$ cat config.mk
export PLATFORM = sky130hd
export DESIGN_NAME = shift_sequencer
export DESIGN_NICKNAME = d
export VERILOG_FILES = /design/src/rtl/shift_sequencer.sv
export SDC_FILE = /design/constraint.sdc
export NUM_CORES = 1
export LEC_CHECK = 0
export CORE_ASPECT_RATIO = 0.5
export CORE_MARGIN = 3
export CORE_UTILIZATION = 35
export DETAILED_ROUTE_END_ITERATION = 6
export GPL_ROUTABILITY_DRIVEN = 0
export GPL_TIMING_DRIVEN = 1
export HOLD_SLACK_MARGIN = 0.12
export SLEW_MARGIN = 5
export SYNTH_ARGS = -nofsm -noshare
export SYNTH_HDL_FRONTEND = slang
export SYNTH_SLANG_ARGS = --single-unit
$ cat constraint.sdc
create_clock -name CLK -period 1.45 [get_ports CLK]
set_input_delay 0.29 -clock CLK [delete_from_list [all_inputs] [get_ports CLK]]
set_output_delay 0.29 -clock CLK [all_outputs]
set_load 0.05 [all_outputs]
$ cat src/rtl/shift_sequencer.sv
// -----------------------------------------------------------------------------
// shift_sequencer
//
// Multi-cycle barrel-less shifter for a simple control unit. A request is
// accepted in IDLE, the operand is shifted one bit per clock in SHIFT, and
// DONE pulses for a single cycle when the result is available. BUSYWAIT
// stalls the PC/control unit from the accepting cycle through the last
// SHIFT cycle (N+1 cycles for an amount of N).
//
// Ports:
//   CLK       in   1  rising-edge clock
//   RESET     in   1  asynchronous active-high reset
//   START     in   1  shift request
//   OPCODE    in   3  001 LSL, 010 LSR, 011 ASR, 100 ROR; others invalid
//   DATA_IN   in   8  operand to shift
//   AMOUNT    in   8  unsigned shift amount
//   RESULT    out  8  shifted value, registered, held until the next request
//   DONE      out  1  one-cycle completion pulse, registered
//   BUSYWAIT  out  1  combinational stall request
//
// Configuration:
//   SHIFT_SATURATE_EN  when defined, AMOUNT >= 8 on LSL/LSR yields 8'h00 and
//                      on ASR yields the sign fill, each in one SHIFT cycle.
//                      ROR stays modulo 8. When undefined, every opcode uses
//                      AMOUNT modulo 8.
// -----------------------------------------------------------------------------
module shift_sequencer (
  input  logic       CLK,
  input  logic       RESET,
  input  logic       START,
  input  logic [2:0] OPCODE,
  input  logic [7:0] DATA_IN,
  input  logic [7:0] AMOUNT,
  output logic [7:0] RESULT,
  output logic       DONE,
  output logic       BUSYWAIT
);

  localparam logic [2:0] OP_LSL = 3'b001;
  localparam logic [2:0] OP_LSR = 3'b010;
  localparam logic [2:0] OP_ASR = 3'b011;
  localparam logic [2:0] OP_ROR = 3'b100;

  typedef enum logic [1:0] {
    ST_IDLE,
    ST_SHIFT,
    ST_DONE
  } state_t;

  state_t     state;
  state_t     state_next;

  logic       opcode_valid;
  logic       accept;
  logic [2:0] eff_cnt;
  logic       eff_sat;

  logic [7:0] work;      // working value, kept apart so RESULT only changes at completion
  logic [2:0] op_q;      // opcode captured at acceptance
  logic [2:0] cnt;       // remaining SHIFT cycles
  logic       sat_q;     // saturated operation: single SHIFT cycle produces the fill value
  logic [7:0] step;      // working value after one more shift

  assign opcode_valid = (OPCODE == OP_LSL) || (OPCODE == OP_LSR) ||
                        (OPCODE == OP_ASR) || (OPCODE == OP_ROR);
  assign accept       = (state == ST_IDLE) && START && opcode_valid;

  // Effective shift count loaded at acceptance.
  always_comb begin
    // NOTE: every signal driven here gets a default first, so no path leaves
    // it unassigned and no latch is inferred.
    eff_cnt = 3'(AMOUNT % 8'd8);
    eff_sat = 1'b0;
`ifdef SHIFT_SATURATE_EN
    // Any shift of 8 or more fully drains the operand, so one cycle suffices.
    if ((AMOUNT >= 8'd8) && (OPCODE != OP_ROR)) begin
      eff_cnt = 3'd1;
      eff_sat = 1'b1;
    end
`endif
  end

  // One-bit shift of the working value, or the saturation fill.
  always_comb begin
    step = work;
    if (sat_q) begin
      case (op_q)
        OP_LSL, OP_LSR: step = 8'h00;
        OP_ASR:         step = {8{work[7]}};
        default:        step = work;
      endcase
    end else begin
      case (op_q)
        OP_LSL:  step = {work[6:0], 1'b0};
        OP_LSR:  step = {1'b0, work[7:1]};
        OP_ASR:  step = {work[7], work[7:1]};
        OP_ROR:  step = {work[0], work[7:1]};
        default: step = work;
      endcase
    end
  end

  // State register.
  always_ff @(posedge CLK or posedge RESET) begin
    // NOTE: sequential state uses non-blocking assignments so every register
    // samples pre-edge values regardless of statement order.
    if (RESET) state <= ST_IDLE;
    else       state <= state_next;
  end

  // Next-state and stall logic.
  always_comb begin
    state_next = state;
    BUSYWAIT   = 1'b0;
    case (state)
      ST_IDLE: begin
        if (accept) begin
          BUSYWAIT   = 1'b1;
          state_next = (eff_cnt == 3'd0) ? ST_DONE : ST_SHIFT;
        end
      end
      ST_SHIFT: begin
        BUSYWAIT = 1'b1;
        if (cnt == 3'd1) state_next = ST_DONE;
      end
      ST_DONE: begin
        state_next = ST_IDLE;
      end
      default: begin
        state_next = ST_IDLE;
      end
    endcase
    // Reset releases the stall at once, even while START is still asserted.
    if (RESET) BUSYWAIT = 1'b0;
  end

  // Datapath: operand capture, shifting, result and completion pulse.
  always_ff @(posedge CLK or posedge RESET) begin
    if (RESET) begin
      work   <= 8'h00;
      op_q   <= 3'b000;
      cnt    <= 3'd0;
      sat_q  <= 1'b0;
      RESULT <= 8'h00;
      DONE   <= 1'b0;
    end else begin
      DONE <= 1'b0;
      case (state)
        ST_IDLE: begin
          if (accept) begin
            work  <= DATA_IN;
            op_q  <= OPCODE;
            cnt   <= eff_cnt;
            sat_q <= eff_sat;
            // A zero amount completes without visiting SHIFT.
            if (eff_cnt == 3'd0) begin
              RESULT <= DATA_IN;
              DONE   <= 1'b1;
            end
          end
        end
        ST_SHIFT: begin
          work <= step;
          cnt  <= cnt - 3'd1;
          if (cnt == 3'd1) begin
            RESULT <= step;
            DONE   <= 1'b1;
          end
        end
        default: begin
        end
      endcase
    end
  end

endmodule

==> results of run 1 <==
## state kept, by name, summed over array words and instances (netlist names)
name and flops:
DONE 1, RESULT 8, cnt 3, op_q 3, state 2, work 8
## area by class of cell
cell class / count / area, sq um
clock buffer: 3 / 41.3
clock inverter: 1 / 5.00
fill: 295 / 1400
inverter: 6 / 22.5
multi-input combinational: 90 / 863
sequential: 25 / 631
tap: 51 / 63.8
timing repair buffer: 54 / 579
## logic make-up after synthesis
family / after synthesis / share of synthesized area
buffers and inverters: 11 / 0.0346
xor gates and xnor gates: 1 / 0.00638
muxes: 21 / 0.170
adders and majority gates: 2 / 0.0182
and+or+nand+nor: 25 / 0.112
AOI/OAI and AO/OA: 41 / 0.203
DFF: 25 / 0.455
## cell usage in the layout (no fill, tap or decap), types with 5 or more instances in the layout
cell type / Yosys / final
clkdlybuf4s50_1: 0 / 10
a21oi_1: 14 / 6
dfrtp_1: 25 / 21
buf_4: 1 / 23
mux2_2: 15 / 11
mux2_4: 0 / 5
inv_1: 6 / 6
a21oi_2: 0 / 8
buf_12: 0 / 11
nand2_1: 6 / 6
## worst max-delay path, stage by stage
cell and delay (ps):
buf_2 130, or3_4 400, a31oi_4 250, nor3_4 70
buf_6 160
## stage by stage
step                      cell area, sq um  cells
after detailed placement              2000    222
after CTS                             2110    229
after global routing                  2210    230
after global placement                2000    222
final                                 2210    230
after floorplan                       1420    126
## report_power, final
part	switching, mW	total [mW]	internal (mW)
clock network	0.232	0.424	0.193
registers	0.373	1.43	1.06
logic	1.71	3.56	1.85
total	2.31	5.41	3.10
## repair_timing
| action | 4_1_cts | 5_1_grt |
|---|---|---|
| hold buffers | 0 | 0 |
| setup endpoints to repair | 23 | 22 |
| resized for setup | 33 | 23 |
| hold endpoints to repair | 0 | 0 |
| pin swaps | 11 | 4 |
| setup buffers | 3 | 1 |
## layer usage
| metal | GRT usage | vias up |
|---|---|---|
| met1 | 0.204 | 577 |
| li1 | - | 572 |
| met3 | 0.0434 | 6 |
| met5 | 0 | - |
| met2 | 0.247 | 31 |
| met4 | 0.0407 | 0 |
## worst paths after layout
| path | from | endpoint | slack (ps) | cells after the start |
|---|---|---|---|---|
| worst max-delay path | OPCODE[2] | BUSYWAIT | -140 | 5 |
| worst min-delay path | OPCODE[1] | op_q[1] | 320 | 2 |
| worst max register to register | op_q[1] | RESULT[5] | -130 | 4 |
| worst min register to register | work[0] | work[0] | 550 | 1 |
| max in group asynchronous | RESET | op_q[1] | 830 | 3 |
| min in group asynchronous | RESET | work[7] | 450 | 3 |
==> results.md, run 1 <==
- Status: complete, but fails checks
- Failing checks: setup timing
- Final min period: 1590 ps
- # IOs: 32
- Clock buffer depth: 2
- Post-synth EDFFs: 0
- WL final: 3.52 mm
- Seq/Total Area, Yosys: 0.455
- Required time at the worst-slack endpoint: 1160 ps
- Grt ovf: 0
- # setup viols final: 18
- Synthesized net count: 150
- CTS tree: done
- DRC errors left: 0
- Cells after Synth: 126
- Number of port buffers: 26
- Clk_skew: 5.79 ps
- Row count: 15
- Initial antenna violation count: 0
- Die footprint: 0.00476 sq mm
- Layout cells sized above 1: 0.542
- Commonest cells post-synth: dfrtp_1 (25), mux2_2 (15), a21oi_1 (14)
- First-pass GRT wire length: 5.62 mm
- Largest net degree at the start of global routing: 26
- Unrepaired setup endpoints after global routing: yes
- Vias: 1,186
- Final period util: 1.10
- DR top layer: met4
- Max_cap viols: 0
- Initial Utilization: 0.381
- Synth Register Bits: 25
- Vias in the first global route: 1,167
- ANT cells: 0
- TritonCTS buffer count: 3
- Final Hold Vio Count: 0
- Vias per cell: 5.16
- WP data arrival: 1300 ps
- Die H: 50.3 um
- Endpoint class of the critical path: primary output
- Top cells by area, synth: dfrtp_1 (46%), mux2_2 (12%), a21oi_1 (5.1%), o31ai_1 (3.8%), mux2_1 (3.3%)
- Worst Setup Slack, final: -144 ps
- GRT Total Usage: 0.154
- CTS sink cnt: 25
- Top-area cell type share of the netlist area: 0.455
- DR WL/cell: 15.3 um
- Worst hold slack: 324 ps
- Power Dens Cells: 2450 mW/mm^2
- Yosys warns: 0
- Clock Latency Late Sink: 270 ps
- Final core occ: 0.612
- WL met3: 166 um
- Core area: 0.00360 sq mm
- CP Class: input port to primary output
- Max VDD drop: 1.11 mV
- Mean Syn Cell Area: 10.9 sq um
- # nets final: 204
- Root buf cell: clkbuf_8
- Type of the worst min-delay path: input port to register
- Setup TNS: -1700 ps
- Fmax: 0.627 GHz
- Static leakage: 0.936 nW
- Synth area leader: dfrtp_1
- Top-count cell post-synth: dfrtp_1
- Post-synthesis async set-or-reset flop share: 1.00
- Met2 WL: 1.69 mm
- Dpl hpwl: 2.31 mm
- Max Fanout on Critical Path: 3
- First-pass iteration count of the detailed router: 4
- Ys flop type: dfrtp_1
- Slew headroom: 0.773
- Post-route ant nets: 0
- Final Max Tran Viols: 0
- Initial DRC Count: 25
- Met1 WL: 1.62 mm
- Slew @ Worst Pin: 340 ps
- H-tree depth: 1
- Total Power: 5.41 mW
- Worst-path clk slew: 90 ps
- Library cells used by synthesis: 36
- Startpoint Class: input port
- DP Worst Slack: -609 ps
- Die Span X: 94.6 um
- Synth-to-layout area growth: 60.6%
- Syn Std Cell Area: 0.00137 sq mm
Power figures use the tool's default switching activity.
==> inputs of run 2 (changes only) <==
Settings changed: HOLD_SLACK_MARGIN 0.12 to 0.02.
==> results of run 2 <==
No change in the layout: final DEF, timing and power equal those of run 1.
==> inputs of run 3 (changes only) <==
Settings changed: CORE_MARGIN 3 to 4, CTS_BUF_LIST from default to sky130_fd_sc_hd__clkbuf_8.
==> results.md, run 3 (synthesis gave the netlist of run 1 again) <==
- Commonest non-fill, non-tap cell in the layout: buf_4
- GRT Total Usage: 0.151
- Slew headroom: 0.785
- First-pass GRT wire length: 6.04 mm
- Crit-path max cell delay: 500 ps
- Initial Utilization: 0.381
- Largest net degree at the start of global routing: 26
- Failing checks: setup timing
- Final min period: 1630 ps
- TritonCTS buffer count: 3
- Clock network fraction of total power: 0.074
- Switching power: 2.38 mW
- Dpl hpwl: 2.28 mm
- Max Fanout on Critical Path: 8
- Root buf cell: clkbuf_8
- Type of the worst min-delay path: input port to register
- Sw Ratio: 0.424
- CP Class: register to register
- Seq pwr share: 0.262
- Endpoint class of the critical path: register
- Met3 GRT Util: 0.0319
- Startpoint Class: register
- Die footprint: 0.00505 sq mm
- Die H: 52.3 um
- Final Non-Filler Cells: 237
- Slew @ Worst Pin: 322 ps
- Fin area: 0.00232 sq mm
- Clock Latency Late Sink: 270 ps
- P_int: 3.23 mW
- Post-route ant nets: 0
- Clk_skew: 1.12 ps
- Die Span X: 96.6 um
- Vias per cell: 5.10
- Worst Setup Slack, final: -180 ps
- Status: complete, but fails checks
- Hold depth: 3
- Vias: 1,209
- Power Dens Cells: 2420 mW/mm^2
- CTS tree: done
- Fmax: 0.613 GHz
- Final period util: 1.12
- Core area: 0.00360 sq mm
- Worst-path clk slew: 90 ps
- Number of port buffers: 26
- # IOs: 32
- Setup TNS: -2310 ps
- Crit path max-delay cell type: or3b_4
- DR WL/cell: 15.1 um
- First-pass iteration count of the detailed router: 4
- # setup viols final: 17
- Worst hold slack: 384 ps
- Static leakage: 0.988 nW
- Busiest grt layer: met2
- Commonest cells after routing, fill and taps aside: buf_4 (26), dfrtp_1 (21), mux2_2 (11), buf_12 (11), clkdlybuf4s50_1 (9)
- Reg2reg path depth: 4
- Max_cap viols: 0
- H-tree depth: 1
- DRC errors left: 0
- Crit-path cells: or3b_4, a21oi_4, o31ai_4, mux2_2
- Grt ovf: 0
- Vias in the first global route: 1,262
- Synth-to-layout area growth: 68.6%
- WP data arrival: 1790 ps
- Met1 usage: 0.191
- ANT cells: 0
- Placed cell area: 0.00201 sq mm
- Layout cells sized above 1: 0.575
- Row count: 15
- Required time at the worst-slack endpoint: 1610 ps
- Final core occ: 0.643
- WL final: 3.58 mm
- Final Hold Vio Count: 0
- Combinational power share: 0.664
- Post-placement cell count: 223
- Met2 GRT Util: 0.260
- Initial DRC Count: 40
- CTS sink cnt: 25
- Regs by FF count: RESULT: 8 flops, work: 8 flops
- Final Max Tran Viols: 0
- Max VDD drop: 1.23 mV
- Unrepaired setup endpoints after global routing: yes
- Clock buffer depth: 2
- Initial antenna violation count: 0
- # nets final: 211
run 3: final cells by class:
type | instances | area (sq um)
clock inverter | 1 | 5.00
timing repair buffer | 61 | 662
sequential | 25 | 631
tap | 51 | 63.8
clock buffer | 3 | 41.3
inverter | 6 | 22.5
fill | 271 | 1290
multi-input combinational | 90 | 891
run 3: critical path: cells and delay by family (launching register included):
family | cells | cell delay [ps]
muxes | 1 | 270
and+or+nand+nor | 1 | 500
AOI/OAI and AO/OA | 2 | 300
DFF | 1 | 450
run 3: path summary, 6_finish.rpt:
path | start | endpoint | slack [ps]
max in group asynchronous | RESET | op_q[2] | 850
hold / removal | OPCODE[1] | op_q[1] | 380
hold reg to reg | work[0] | work[0] | 540
setup / recovery | op_q[0] | RESULT[6] | -180
min in group asynchronous | RESET | DONE | 440
setup reg to reg | op_q[0] | RESULT[6] | -180
run 3: what timing repair did:
item | in CTS | in global routing
hold buffers | 0 | 0
gates cloned | 1 | 0
gates resized for setup | 55 | 13
buffers inserted | 9 | 0
setup endpoints to repair | 23 | 17
pin swaps | 11 | 1
run 3: power groups by stage:
stage	clock network [mW]	logic (mW)	registers (mW)
final	0.414	3.73	1.47
after global routing	0.475	3.97	1.53
after CTS	0.434	3.52	1.43
after detailed placement	0	2.98	1.40
after global placement	0	2.94	1.39
after floorplan	0	1.47	1.69
run 3: per-layer routing:
layer  up-vias  share of wire
met5         -              0
met4         0          0.024
met3         9          0.037
met2        29           0.49
met1       584           0.45
li1        587              -
run 3: through the flow:
step           power [mW]  setup slack, ps
2_1_floorplan        3.17            -82.4
3_3_place_gp         4.34             -557
3_5_place_dp         4.39             -604
4_1_cts              5.38             -121
5_1_grt              5.98             -238
6_report             5.61             -180
